**src/rtl/isa_pkg.sv**
```systemverilog
// Shared ISA definitions for the fetch/issue front end and the decode stage:
// opcode values, instruction field positions and the issue FSM encoding.
package isa_pkg;

  localparam int INSTR_BITS = 16;

  localparam logic [3:0] OP_RTYPE     = 4'b0000;
  localparam logic [3:0] OP_UNUSED_LO = 4'b1010;
  localparam logic [3:0] OP_UNUSED_HI = 4'b1110;
  localparam logic [3:0] OP_HALT      = 4'b1111;

  // Least-significant bit of each field inside the 16-bit word
  localparam int OPC_LSB  = 12;
  localparam int RS_LSB   = 9;
  localparam int RT_LSB   = 6;
  localparam int RD_LSB   = 3;
  localparam int FUNC_LSB = 0;
  localparam int IMM_LSB  = 0;

  typedef enum logic [1:0] {
    S_RST   = 2'd0,
    S_FETCH = 2'd1,
    S_ISSUE = 2'd2,
    S_HALT  = 2'd3
  } state_t;

  function automatic logic is_halt(input logic [3:0] opc);
    return opc == OP_HALT;
  endfunction

endpackage

```
**src/rtl/instr_field_split.sv**
```systemverilog
// Combinational slicer: one 16-bit instruction word into its decode fields.
module instr_field_split
  import isa_pkg::*;
(
  input  logic [INSTR_BITS-1:0] instr,
  output logic [3:0]            opCode,
  output logic [2:0]            func,
  output logic [2:0]            rs,
  output logic [2:0]            rt,
  output logic [2:0]            rd,
  output logic [5:0]            imm
);

  assign opCode = instr[OPC_LSB  +: 4];
  assign rs     = instr[RS_LSB   +: 3];
  assign rt     = instr[RT_LSB   +: 3];
  assign rd     = instr[RD_LSB   +: 3];
  assign func   = instr[FUNC_LSB +: 3];
  assign imm    = instr[IMM_LSB  +: 6];

endmodule

```
**src/rtl/instr_issue_unit.sv**
```systemverilog
// Fetch/issue front end: fetches one word at a time over req/ack, holds it on a
// valid/ready issue port for decode, and redirects on taken branches.
module instr_issue_unit
  import isa_pkg::*;
#(
  parameter int                ADDR_W   = 16,
  parameter int                INSTR_W  = 16,
  parameter logic [ADDR_W-1:0] RESET_PC = '0
) (
  input  logic               clk,
  input  logic               rst_n,
  output logic               imem_req,
  output logic [ADDR_W-1:0]  imem_addr,
  input  logic               imem_ack,
  input  logic [INSTR_W-1:0] imem_rdata,
  output logic               issue_valid,
  input  logic               issue_ready,
  output logic [3:0]         opCode,
  output logic [2:0]         func,
  output logic [2:0]         rs,
  output logic [2:0]         rt,
  output logic [2:0]         rd,
  output logic [5:0]         imm,
  output logic [ADDR_W-1:0]  issue_pc,
  input  logic               branch_taken,
  input  logic [ADDR_W-1:0]  branch_target,
  output logic               halted
);

  state_t              state;
  logic [ADDR_W-1:0]   pc;
  logic                discard;
  logic [INSTR_W-1:0]  instr_p0;

  // Fetch/issue FSM with pc, discard flag and all registered outputs
  always_ff @(posedge clk or negedge rst_n) begin
    if (!rst_n) begin
      state       <= S_RST;
      pc          <= RESET_PC;
      discard     <= 1'b0;
      imem_req    <= 1'b0;
      imem_addr   <= '0;
      issue_valid <= 1'b0;
      instr_p0    <= '0;
      issue_pc    <= '0;
      halted      <= 1'b0;
    end else begin
      case (state)
        S_RST: begin
          // An ack still in flight from before reset must not be issued
          state     <= S_FETCH;
          discard   <= 1'b1;
          imem_req  <= 1'b1;
          imem_addr <= pc;
        end
        S_FETCH: begin
          if (branch_taken) begin
            pc <= branch_target;
            if (imem_ack) begin
              // Request completed this cycle; its word is dropped, ask for the target next
              discard   <= 1'b0;
              imem_addr <= branch_target;
            end else begin
              // Request stays outstanding; its eventual word must be dropped
              discard   <= 1'b1;
            end
          end else if (imem_ack) begin
            if (discard) begin
              discard   <= 1'b0;
              imem_addr <= pc;
            end else begin
              instr_p0    <= imem_rdata;
              issue_pc    <= pc;
              pc          <= pc + ADDR_W'(1);
              imem_addr   <= pc + ADDR_W'(1);
              imem_req    <= 1'b0;
              issue_valid <= 1'b1;
              state       <= S_ISSUE;
            end
          end
        end
        S_ISSUE: begin
          if (branch_taken) begin
            // Branch kills the held instruction even if decode is accepting it
            issue_valid <= 1'b0;
            pc          <= branch_target;
            imem_addr   <= branch_target;
            imem_req    <= 1'b1;
            state       <= S_FETCH;
          end else if (issue_ready) begin
            issue_valid <= 1'b0;
            if (is_halt(opCode)) begin
              halted <= 1'b1;
              state  <= S_HALT;
            end else begin
              imem_addr <= pc;
              imem_req  <= 1'b1;
              state     <= S_FETCH;
            end
          end
        end
        S_HALT: begin
          imem_req    <= 1'b0;
          issue_valid <= 1'b0;
          halted      <= 1'b1;
        end
        default: state <= S_RST;
      endcase
    end
  end

  instr_field_split u_split (
    .instr  (instr_p0),
    .opCode (opCode),
    .func   (func),
    .rs     (rs),
    .rt     (rt),
    .rd     (rd),
    .imm    (imm)
  );

endmodule
```
**config.mk**
```make
export PLATFORM = sky130hd
export DESIGN_NAME = instr_issue_unit
export DESIGN_NICKNAME = d
export VERILOG_FILES = /design/src/rtl/isa_pkg.sv /design/src/rtl/instr_field_split.sv /design/src/rtl/instr_issue_unit.sv
export SDC_FILE = /design/constraint.sdc
export NUM_CORES = 1
export LEC_CHECK = 0
export CELL_PAD_IN_SITES_DETAIL_PLACEMENT = 1
export CELL_PAD_IN_SITES_GLOBAL_PLACEMENT = 1
export CORE_ASPECT_RATIO = 1.5
export CORE_MARGIN = 2
export CORE_UTILIZATION = 41
export DETAILED_ROUTE_END_ITERATION = 7
export HOLD_SLACK_MARGIN = 0.03
export PLACE_DENSITY_LB_ADDON = 0.15
export SETUP_SLACK_MARGIN = 0.2
export SLEW_MARGIN = 15
export SYNTH_ARGS = -nofsm -noshare
export SYNTH_HDL_FRONTEND = slang
export SYNTH_SLANG_ARGS = --single-unit
```
**constraint.sdc**
```tcl
create_clock -name clk -period 4.4 [get_ports clk]
set_clock_uncertainty 0.2 [all_clocks]
set_input_delay 1.32 -clock clk [delete_from_list [all_inputs] [get_ports clk]]
set_output_delay 1.32 -clock clk [all_outputs]
set_load 0.05 [all_outputs]
```
==> flow_metrics.env <==
export IMPL_synth_top_family_by_area="compound AO/OA/AOI/OAI gates"
export IMPL_cp_depth=6
export IMPL_cts_tree="built"
export IMPL_clk_pin_slew_worst_paths_ps=60
export IMPL_crit_end="pc[12]"
export IMPL_hold_class="flop to flop"
export IMPL_maxCapViolCount=0
export IMPL_fin_nets=550
export IMPL_area_delta_synth_final_pct=29.9
export IMPL_synth_edf_count=0
export IMPL_synth_compound_area_share_pct=20.6
export IMPL_first_pass_iters=8
export IMPL_final_period_utilization_pct=80.7
export IMPL_cts_root_buf="clkbuf_16"
export IMPL_synth_simple_area_share_pct=15.6
export IMPL_die_y_um=127
export IMPL_async_flop_share_pct=100
export IMPL_cp_start_kind="primary input"
export IMPL_critical_path_peak_fanout=49
export IMPL_grt_pass1_wl_um=20800
export IMPL_path_buf_inv=2
export IMPL_cts_sinks=70
export IMPL_setup_viol=0
export IMPL_postCtsHoldBufs=0
export IMPL_power_total_mw=4.86
export IMPL_maxSlewHeadroom_pct=30.0
export IMPL_power_density_nw_per_um2=911
export IMPL_grt_overflow_total=0
export IMPL_synth_area_mux_share_pct=11.0
export IMPL_min_period_ps=3550
export IMPL_postCtsSetupRepairBufs=0
export IMPL_wire_per_inst_um=19.8
export IMPL_dpl_worst_slack_ps=574
export IMPL_synth_area_um2=4110
export IMPL_start_util_pct=42.2
export IMPL_ys_top_cells_by_area="dfrtp_1 (43%), mux2_2 (8.8%), o21ai_0 (4.4%)"
export IMPL_netlist_instances=435
export IMPL_rows=44
export IMPL_irDropWorstVdd_mv=0.526
export IMPL_combPwrFrac_pct=56.7
export IMPL_grt_max_degree=71
export IMPL_p_leak_nw=2.19
export IMPL_detail_route_antenna_nets=0
export IMPL_drt_iter0_drc=262
export IMPL_worst_pin_slew_ps=1050
export IMPL_seq_power_share_pct=26.4
export IMPL_final_cells=627
export IMPL_maxSlewViolCount=0
export IMPL_via_per_inst=6.00
export IMPL_finalSetupTns_ps=0
export IMPL_critPathSlowestCell="or4_1"
export IMPL_fmax_ghz=0.282
export IMPL_netlist_area_leader_share_pct=42.6
export IMPL_via_count=3765
export IMPL_syn_avg_cell_area_um2=9.44
export IMPL_hold_violations=0
export IMPL_antenna_found_initial=0
export IMPL_r2r_cells=7
export IMPL_io_pins=94
export IMPL_r2r_setup_slack_ps=1470
export IMPL_arrival_ps=3540
export IMPL_dp_cells=611
export IMPL_clockPowerShare_pct=16.9
export IMPL_p_sw_share_pct=48.8
export IMPL_n_fill_cell=1100
export IMPL_ctsLongestPathBuffers=2
export IMPL_setup_ws_ps=849
export IMPL_io_buffers=93
export IMPL_synth_adder_area_share_pct=1.83
export IMPL_crit_path_end_kind="flop"
export IMPL_grt_total_usage_pct=24.4
export IMPL_clk_latency_ps=340
export IMPL_core_area_um2=9740
export IMPL_diodes=0
export IMPL_ys_ff_latch=70
export IMPL_htreeDepth=3
export IMPL_synth_xor_area_share_pct=0.640
export IMPL_status="complete, but fails checks"
export IMPL_synth_warning_count=0
export IMPL_hpwl_um=8540
export IMPL_cts_buffers=9
export IMPL_synth_common_cells="dfrtp_1 (70), nand2_1 (43), o21ai_0 (36)"
export IMPL_drc=9
export IMPL_syn_nets=478
export IMPL_cts_repair_resized=0
export IMPL_drive_gt1_share_pct=12.3
export IMPL_critical_path_class="primary input to flop"
export IMPL_path_cells="clkdlybuf4s50_1 -> buf_4 -> o22ai_1 -> or4_1 -> o31ai_1 -> a21oi_1"
export IMPL_die_w_um=85.7
export IMPL_die_area_um2=10900
export IMPL_violations="DRC"
export IMPL_power_switching_mw=2.37
export IMPL_rsz0062_at_grt="false"
export IMPL_cp_startpoint="branch_taken"
export IMPL_slowest_delay_ps=590
export IMPL_synth_cell_types=62
export IMPL_p_int_mw=2.49
export IMPL_place_gp_congestion=0.831
export IMPL_reg2reg_to="pc[12]"
export IMPL_synthFlopType="dfrtp_1"
export IMPL_yosysMostFrequentCell="dfrtp_1"
export IMPL_r2r_start="state[0]"
export IMPL_ys_seq_area_share_pct=42.6
export IMPL_grt_pass1_vias=3981
export IMPL_path_delay_family="buffers and inverters"
export IMPL_cp_required_ps=4390
export IMPL_wl_um=12400
export IMPL_synth_area_leader_cell="dfrtp_1"
==> tightest hold or removal path: cells and delay by family (launching register included) <==
family / cells / cell delay, ps
AOI/OAI and AO/OA: 1 / 60
DFF: 1 / 330
and+or+nand+nor: 1 / 40
==> flip-flops by register name (all words and copies together) (netlist names) <==
name / count
imem_addr: 16
instr_p0: 16
issue_pc: 16
pc: 16
state: 2
discard: 1
halted: 1
imem_req: 1
issue_valid: 1
==> cell usage in the layout (no fill, tap or decap), drive strengths merged, types with 2 or more instances in the layout <==
| cell | Yosys | routed |
|---|---|---|
| o31ai | 3 | 3 |
| a21o | 2 | 2 |
| nand4 | 5 | 5 |
| clkinv | 1 | 2 |
| o21a | 3 | 3 |
| mux2 | 32 | 32 |
| nand2 | 43 | 43 |
| nand2b | 3 | 3 |
| o22ai | 14 | 14 |
| bufinv | 0 | 2 |
| o211ai | 5 | 5 |
| a21oi | 31 | 31 |
| a31oi | 5 | 5 |
| a211oi | 3 | 3 |
| clkdlybuf4s50 | 0 | 92 |
| xor2 | 2 | 2 |
| o221ai | 2 | 2 |
| nor2b | 9 | 9 |
| nand3 | 10 | 10 |
| a222oi | 4 | 4 |
| a22oi | 2 | 2 |
| mux2i | 9 | 9 |
| dfrtp | 70 | 70 |
| ha | 6 | 6 |
| and2 | 3 | 3 |
| inv | 15 | 15 |
| a22o | 4 | 4 |
| o22a | 2 | 2 |
| a221oi | 7 | 7 |
| nor3 | 6 | 6 |
| o21ai | 37 | 37 |
| nor4 | 4 | 4 |
| nor2 | 26 | 26 |
| buf | 18 | 11 |
| clkbuf | 24 | 13 |
| or4 | 5 | 5 |
| and4b | 2 | 2 |
==> final cells by class <==
| cell class | instances | area (µm²) | share of cell area, % |
|---|---|---|---|
| clock buffers | 13 | 270 | 5.07 |
| inverters | 16 | 60.1 | 1.13 |
| flip-flops and latches | 70 | 1750 | 32.8 |
| well taps | 115 | 144 | 2.70 |
| clock inverters | 3 | 65.1 | 1.22 |
| repair buffers | 103 | 1000 | 18.8 |
| multi-input cells | 307 | 2040 | 38.2 |
==> cell families (layout without fill, tap and decap cells) <==
family	Yosys count	count (layout)
XOR/XNOR	3	3
adder cells (fa/ha/maj)	6	6
multiplexers	41	41
buffers and inverters	58	135
AND/OR/NAND/NOR	124	124
AO/OA/AOI/OAI	133	133
flip-flops	70	70
==> per-layer routing <==
metal / wire [µm] / GRT usage, % / part of all wire (%)
met5: 0 / 0 / 0
met4: 201 / 8.96 / 1.6
met3: 697 / 5.73 / 5.6
met2: 6440 / 41.9 / 52
met1: 5110 / 29.6 / 41
==> metrics by stage <==
stage / utilization [%] / instance area [µm²] / hold WS [ps]
finish: 54.7 / 5330 / 280
global route: 54.7 / 5330 / 311
CTS: 54.7 / 5330 / 286
detailed placement: 51.3 / 5000 / 273
global placement: 51.3 / 5000 / 265
floorplan: - / 4110 / 346
==> power by group through the flow <==
stage,registers [mW],logic (mW),clock network [mW]
3_5_place_dp,1.29,2.75,0
6_report,1.28,2.76,0.821
2_1_floorplan,1.91,1.30,0
3_3_place_gp,1.28,2.70,0
5_1_grt,1.34,2.95,0.862
4_1_cts,1.28,2.77,0.838
==> worst min-delay path by stage <==
| stage | startpoint | end | slack, ps | depth (start not counted) |
|---|---|---|---|---|
| 5_1_grt | imem_addr[5] | imem_addr[5] | 310 | 2 |
| 4_1_cts | imem_addr[3] | imem_addr[3] | 290 | 2 |
| 3_5_place_dp | imem_addr[3] | imem_addr[3] | 270 | 2 |
| 6_report | imem_addr[1] | imem_addr[1] | 280 | 2 |
| 3_3_place_gp | imem_addr[1] | imem_addr[1] | 260 | 2 |
| 2_1_floorplan | pc[9] | issue_pc[9] | 350 | 1 |
Power figures use the tool's default switching activity.
